File: src/rtl/keypad_pkg.sv
// Shared types and constants for the 4x4 keypad scan controller.
package keypad_pkg;

  localparam int NUM_ROWS = 4;
  localparam int NUM_COLS = 4;
  localparam int CODE_W   = 4;

  typedef enum logic [1:0] {
    SCAN = 2'd0,
    EVAL = 2'd1,
    EMIT = 2'd2
  } state_e;

  typedef struct packed {
    logic [CODE_W-1:0] code;
    logic              press;
  } key_event_t;

endpackage

File: src/rtl/key_event_fifo.sv
// Small synchronous FIFO for key events; first-word-fall-through output.
module key_event_fifo
  import keypad_pkg::*;
#(
  parameter int DEPTH = 4
) (
  input  logic       i_clk,
  input  logic       i_rst,
  input  logic       push,
  input  key_event_t push_data,
  input  logic       pop,
  output key_event_t pop_data,
  output logic       full,
  output logic       empty
);

  localparam int AW = $clog2(DEPTH);

  key_event_t    mem [DEPTH];
  logic [AW:0]   wr_ptr;
  logic [AW:0]   rd_ptr;
  logic          do_push;
  logic          do_pop;

  // Extra pointer bit distinguishes full from empty when the indices match.
  assign empty    = (wr_ptr == rd_ptr);
  assign full     = (wr_ptr[AW] != rd_ptr[AW]) && (wr_ptr[AW-1:0] == rd_ptr[AW-1:0]);
  assign do_pop   = pop && !empty;
  assign do_push  = push && (!full || do_pop);
  assign pop_data = mem[rd_ptr[AW-1:0]];

  always_ff @(posedge i_clk or posedge i_rst) begin
    if (i_rst) begin
      wr_ptr <= '0;
      rd_ptr <= '0;
      for (int i = 0; i < DEPTH; i++) mem[i] <= '0;
    end else begin
      if (do_push) begin
        mem[wr_ptr[AW-1:0]] <= push_data;
        wr_ptr              <= wr_ptr + (AW+1)'(1);
      end
      if (do_pop) rd_ptr <= rd_ptr + (AW+1)'(1);
    end
  end

endmodule

File: src/rtl/keypad_scan_ctrl.sv
// 4x4 keypad scanner: row strobing, frame debounce, press/release events via FIFO.
//  state | meaning
//  SCAN  | one row low per dwell period, columns sampled on the dwell's last cycle
//  EVAL  | compare frame against previous frame, update stable count
//  EMIT  | walk 16 keys, push an event for each key differing from debounced map
module keypad_scan_ctrl
  import keypad_pkg::*;
#(
  parameter int SCAN_DIV   = 1000,
  parameter int DEBOUNCE   = 4,
  parameter int FIFO_DEPTH = 4
) (
  input  logic                i_clk,
  input  logic                i_rst,
  input  logic [NUM_COLS-1:0] i_col,
  output logic [NUM_ROWS-1:0] o_row,
  output logic                o_key_valid,
  input  logic                i_key_ready,
  output logic [CODE_W-1:0]   o_key_code,
  output logic                o_key_press,
  output logic                o_any_down,
  output logic                o_overflow,
  input  logic                i_clr_ovf
);

  localparam int NUM_KEYS = NUM_ROWS * NUM_COLS;
  localparam int DW       = $clog2(SCAN_DIV);
  localparam int CW       = $clog2(DEBOUNCE + 1);

  state_e              state_q, state_d;
  logic [1:0]          row_q, row_d;
  logic [DW-1:0]       dwell_q, dwell_d;
  logic [NUM_KEYS-1:0] raw_q, raw_d;
  logic [NUM_KEYS-1:0] prev_q, prev_d;
  logic [NUM_KEYS-1:0] deb_q, deb_d;
  logic [CW-1:0]       cnt_q, cnt_d;
  logic [CODE_W-1:0]   k_q, k_d;
  logic [NUM_ROWS-1:0] row_out_q, row_out_d;
  logic                any_down_q;
  logic                ovf_q;

  logic       push;
  key_event_t push_evt;
  key_event_t head;
  logic       fifo_full;
  logic       fifo_empty;
  logic       pop;
  logic       ovf_set;

  always_comb begin
    state_d   = state_q;
    row_d     = row_q;
    dwell_d   = dwell_q;
    raw_d     = raw_q;
    prev_d    = prev_q;
    deb_d     = deb_q;
    cnt_d     = cnt_q;
    k_d       = k_q;
    push      = 1'b0;
    push_evt  = '0;
    case (state_q)
      SCAN: begin
        if (dwell_q == DW'(SCAN_DIV - 1)) begin
          dwell_d = '0;
          for (int c = 0; c < NUM_COLS; c++) raw_d[{row_q, 2'(c)}] = ~i_col[c];
          row_d = row_q + 2'd1;
          if (row_q == 2'(NUM_ROWS - 1)) state_d = EVAL;
        end else begin
          dwell_d = dwell_q + DW'(1);
        end
      end
      EVAL: begin
        if (raw_q != prev_q) begin
          prev_d = raw_q;
          cnt_d  = CW'(1);
        end else if (int'(cnt_q) < DEBOUNCE) begin
          cnt_d = cnt_q + CW'(1);
        end
        if (int'(cnt_d) >= DEBOUNCE && raw_q != deb_q) begin
          state_d = EMIT;
          k_d     = '0;
        end else begin
          state_d = SCAN;
        end
      end
      EMIT: begin
        // Debounced bit follows raw even if the FIFO drops the event.
        if (raw_q[k_q] != deb_q[k_q]) begin
          push           = 1'b1;
          push_evt.code  = k_q;
          push_evt.press = raw_q[k_q];
          deb_d[k_q]     = raw_q[k_q];
        end
        k_d = k_q + CODE_W'(1);
        if (k_q == CODE_W'(NUM_KEYS - 1)) state_d = SCAN;
      end
      default: state_d = SCAN;
    endcase
    row_out_d = (state_d == SCAN) ? ~(NUM_ROWS'(1) << row_d) : '1;
  end

  always_ff @(posedge i_clk or posedge i_rst) begin
    if (i_rst) begin
      state_q    <= SCAN;
      row_q      <= '0;
      dwell_q    <= '0;
      raw_q      <= '0;
      prev_q     <= '0;
      deb_q      <= '0;
      cnt_q      <= '0;
      k_q        <= '0;
      row_out_q  <= '1;
      any_down_q <= 1'b0;
      ovf_q      <= 1'b0;
    end else begin
      state_q    <= state_d;
      row_q      <= row_d;
      dwell_q    <= dwell_d;
      raw_q      <= raw_d;
      prev_q     <= prev_d;
      deb_q      <= deb_d;
      cnt_q      <= cnt_d;
      k_q        <= k_d;
      row_out_q  <= row_out_d;
      any_down_q <= |deb_q;
      ovf_q      <= ovf_set | (ovf_q & ~i_clr_ovf);
    end
  end

  assign pop     = ~fifo_empty & i_key_ready;
  assign ovf_set = push & fifo_full & ~pop;

  key_event_fifo #(
    .DEPTH (FIFO_DEPTH)
  ) u_fifo (
    .i_clk     (i_clk),
    .i_rst     (i_rst),
    .push      (push),
    .push_data (push_evt),
    .pop       (pop),
    .pop_data  (head),
    .full      (fifo_full),
    .empty     (fifo_empty)
  );

  assign o_row       = row_out_q;
  assign o_key_valid = ~fifo_empty;
  assign o_key_code  = head.code;
  assign o_key_press = head.press;
  assign o_any_down  = any_down_q;
  assign o_overflow  = ovf_q;

endmodule

File: config.mk
export PLATFORM = sky130hd
export DESIGN_NAME = keypad_scan_ctrl
export DESIGN_NICKNAME = d
export VERILOG_FILES = /design/src/rtl/keypad_pkg.sv /design/src/rtl/key_event_fifo.sv /design/src/rtl/keypad_scan_ctrl.sv
export SDC_FILE = /design/constraint.sdc
export NUM_CORES = 1
export LEC_CHECK = 0
export CAP_MARGIN = 20
export CORE_UTILIZATION = 40
export DETAILED_ROUTE_END_ITERATION = 8
export DONT_BUFFER_PORTS = 1
export PLACE_DENSITY = 0.59
export SLEW_MARGIN = 20
export SYNTH_ARGS = -nofsm -noshare
export SYNTH_HDL_FRONTEND = slang
export SYNTH_SLANG_ARGS = --single-unit
File: constraint.sdc
create_clock -name i_clk -period 4 [get_ports i_clk]
set_clock_uncertainty 0.2 [all_clocks]
set_input_delay 1.2 -clock i_clk [delete_from_list [all_inputs] [get_ports i_clk]]
set_output_delay 1.2 -clock i_clk [all_outputs]
set_load 0.02 [all_outputs]
==> results.toml <==
[timing]
finalCritPeriodShare = 0.909
rsz0062_at_grt = "false"
fmax_mhz = 275
finalHoldViolCount = 0
fin_crit_ns = 3.64
slew_violations = 0
tightest_slew_ns = 0.857
tns_ns = 0
final-setup-viol-count = 0
slew_headroom = 0.428

[critical_path]
crit_path_end_kind = "flop"
timing.rr.end = "u_fifo.mem[4]$_DFFE_PP0P_"
critPathKind = "flop to flop"
critPathMaxFanout = 17
reg2reg_slack_ns = 0.36
start_kind = "flop"
r2r_cells = 7
critPathRequiredTime_ns = 4.03
rr_startpoint = "k_q[0]$_DFFE_PP0P_"
cp.arrival_ns = 3.66

[die]
rows = 40
core_area_um2 = 12200
dieArea_um2 = 13100
dieWidth_um = 114
die_h_um = 114
initial_core_util = 0.416
io_pins = 20

[worst_hold_path]
hp-class = "flop to flop"
hold_end = "u_fifo.mem[4]$_DFFE_PP0P_"
min_path_cells = 1
min_from = "u_fifo.mem[4]$_DFFE_PP0P_"

[placed_design]
port_buffers = 0
place_inst = 575
gp_congestion = 0.818
dp_hpwl_um = 6910

[synth]
synthesis.area_um2 = 5050
ys_ff_latch = 101
synth_nets = 444
synth_cells = 420
synth.yosys.seq_area_share = 0.501
ys_warn_count = 0
synth_cell_type_count = 38
syn_avg_cell_area_um2 = 12.0

[global_routing]
grt_max_degree = 65
track_usage = 0.168
grt_overflow = 0
grt_pass1_wl_um = 16700
grt_pass1_vias = 3126
antenna_found_initial = 0

[routing]
drc = 0
ant_nets = 0
vias_per_cell = 5.31
routed_wl_um = 9790
wl_per_cell_um = 16.6
first_iter_violations = 157
dr.pass1.iters = 5
vias = 3138

[clock_tree]
cts_buffers = 9
cts-hold-fix-buffers = 0
post_cts_buffers = 0
clock_sinks = 101
cts.path.max_buffers = 2
cts_resized = 0
clkSlewWorstSetupHoldPaths_ns = 0.07
clk_latency_ns = 0.35
htreeDepth = 3
cts_tree = "built"
cts_root_buf = "clkbuf_16"

[outcome]
status = "complete, no violations"

[finish]
area_growth_pct = 9.85
instances_no_fill = 591
fin_nets = 442
drive_above_1_share = 0.137
diodes = 0

[job]
drv_cap = 0

[pwr]
powerDensity_nw_per_um2 = 385
leakage_nw = 2.47
vdd.ir_drop.worst_uv = 170
[state kept, by name (all words and copies together), names as in the netlist]
register	cells
u_fifo.mem	20
deb_q	16
prev_q	16
raw_q	16
dwell_q	10
k_q	4
o_row	4
cnt_q	3
u_fifo.rd_ptr	3
u_fifo.wr_ptr	3
row_q	2
state_q	2
o_any_down	1
o_overflow	1
[worst max-delay path by stage]
stage	to	startpoint	depth (start not counted)	slack [ns]
finish	u_fifo.mem[4]$_DFFE_PP0P_	k_q[0]$_DFFE_PP0P_	7	0.36
global route	u_fifo.mem[1]$_DFFE_PP0P_	k_q[0]$_DFFE_PP0P_	7	0.12
CTS	u_fifo.mem[1]$_DFFE_PP0P_	k_q[0]$_DFFE_PP0P_	7	0.34
detailed placement	u_fifo.mem[4]$_DFFE_PP0P_	k_q[0]$_DFFE_PP0P_	7	0.35
global placement	u_fifo.mem[0]$_DFFE_PP0P_	k_q[0]$_DFFE_PP0P_	7	0.44
floorplan	u_fifo.mem[0]$_DFFE_PP0P_	k_q[0]$_DFFE_PP0P_	11	0.43
[cells in the final DEF (no fill, tap or decap), types with 3 or more instances in the layout]
cell,synthesis,routed
a21oi_1,4,4
and3_1,3,3
buf_4,1,3
clkbuf_16,0,9
dfrtp_1,97,97
dfstp_2,4,4
ha_1,16,16
inv_1,12,11
mux2_1,36,36
mux2_2,18,18
mux4_2,15,15
nand2_1,38,38
nand2b_1,4,4
nand3_1,18,18
nand4_1,13,13
nor2_1,17,17
nor3_1,4,4
nor3b_1,4,4
nor4_1,8,8
o21ai_0,4,4
o21ai_1,20,20
xnor2_1,30,30
xor2_1,20,20
[per-layer routing]
layer | part of all wire | global-route usage | vias up | routed length [um]
met4 | 0.011 | 0.0632 | 0 | 103
met2 | 0.45 | 0.248 | 53 | 4450
met1 | 0.50 | 0.241 | 1594 | 4880
met3 | 0.037 | 0.0386 | 8 | 361
li1 | - | - | 1483 | -
met5 | 0 | 0 | - | 0
[worst max-delay path: stages, from the launching register on]
cell     delay [ns]
dfrtp_1        0.81
mux4_2         0.60
mux4_2         0.49
ha_1           0.31
nor2_1         0.18
o31a_1         0.31
nand2_1        0.24
mux2_1         0.37
[logic make-up (layout without fill, tap and decap cells)]
group	Yosys count	count (layout)	share of synthesized area
fa+ha+maj	16	16	0.0396
xor+xnor	50	50	0.0866
buf+inv	29	32	0.0260
simple gates	120	120	0.121
mux	69	69	0.187
compound gates	35	35	0.0386
flops	101	101	0.501
[Yosys cell counts (all sizes together)]
master    n  area (um^2)
and3      3         18.8
a32oi     1         8.76
a21oi     4         20.0
a22o      2         17.5
nor3      4         20.0
nand2b    4         25.0
or3b      1         8.76
buf       6         45.0
nand3b    1         7.51
and2      1         6.26
dfstp     4          105
mux4     15          338
xor2     20          175
dfrtp    97         2430
o21bai    1         7.51
or2       2         12.5
o22ai     2         12.5
nor4     10         75.1
or3       1         6.26
nand3    18         90.1
nand4    13         81.3
nor2b     2         12.5
clkbuf   11         41.3
nor3b     4         30.0
o21ai    24          120
inv      12         45.0
ha       16          200
xnor2    30          263
o31a      1         8.76
nand2    38          143
nand4bb   1         11.3
mux2     54          608
nor2     17         63.8
[stage by stage]
| stage | cell area (um^2) | setup WS [ns] | hold slack (ns) | power (W) | utilization |
|---|---|---|---|---|---|
| after floorplan | 5060 | 0.434 | 0.259 | 0.00119 | - |
| after global placement | 5230 | 0.442 | 0.268 | 0.00121 | 0.430 |
| after detailed placement | 5230 | 0.351 | 0.277 | 0.00121 | 0.430 |
| after CTS | 5550 | 0.336 | 0.294 | 0.00217 | 0.457 |
| after global routing | 5550 | 0.125 | 0.311 | 0.00222 | 0.457 |
| final | 5550 | 0.365 | 0.292 | 0.00214 | 0.457 |
[cell type report]
cell class / count / area (um^2)
multi-input combinational: 290 / 2390
clock inverter: 3 / 67.6
fill: 1088 / 6610
sequential: 101 / 2530
clock buffer: 13 / 260
inverter: 12 / 48.8
timing repair buffer: 4 / 42.5
tap: 168 / 210
[power by group]
part | internal (W) | switching (W) | total, W
logic | 0.0000540 | 0.0000527 | 0.000107
registers | 0.00104 | 0.0000455 | 0.00108
clock network | 0.000583 | 0.000366 | 0.000949
Power figures use the tool's default switching activity.
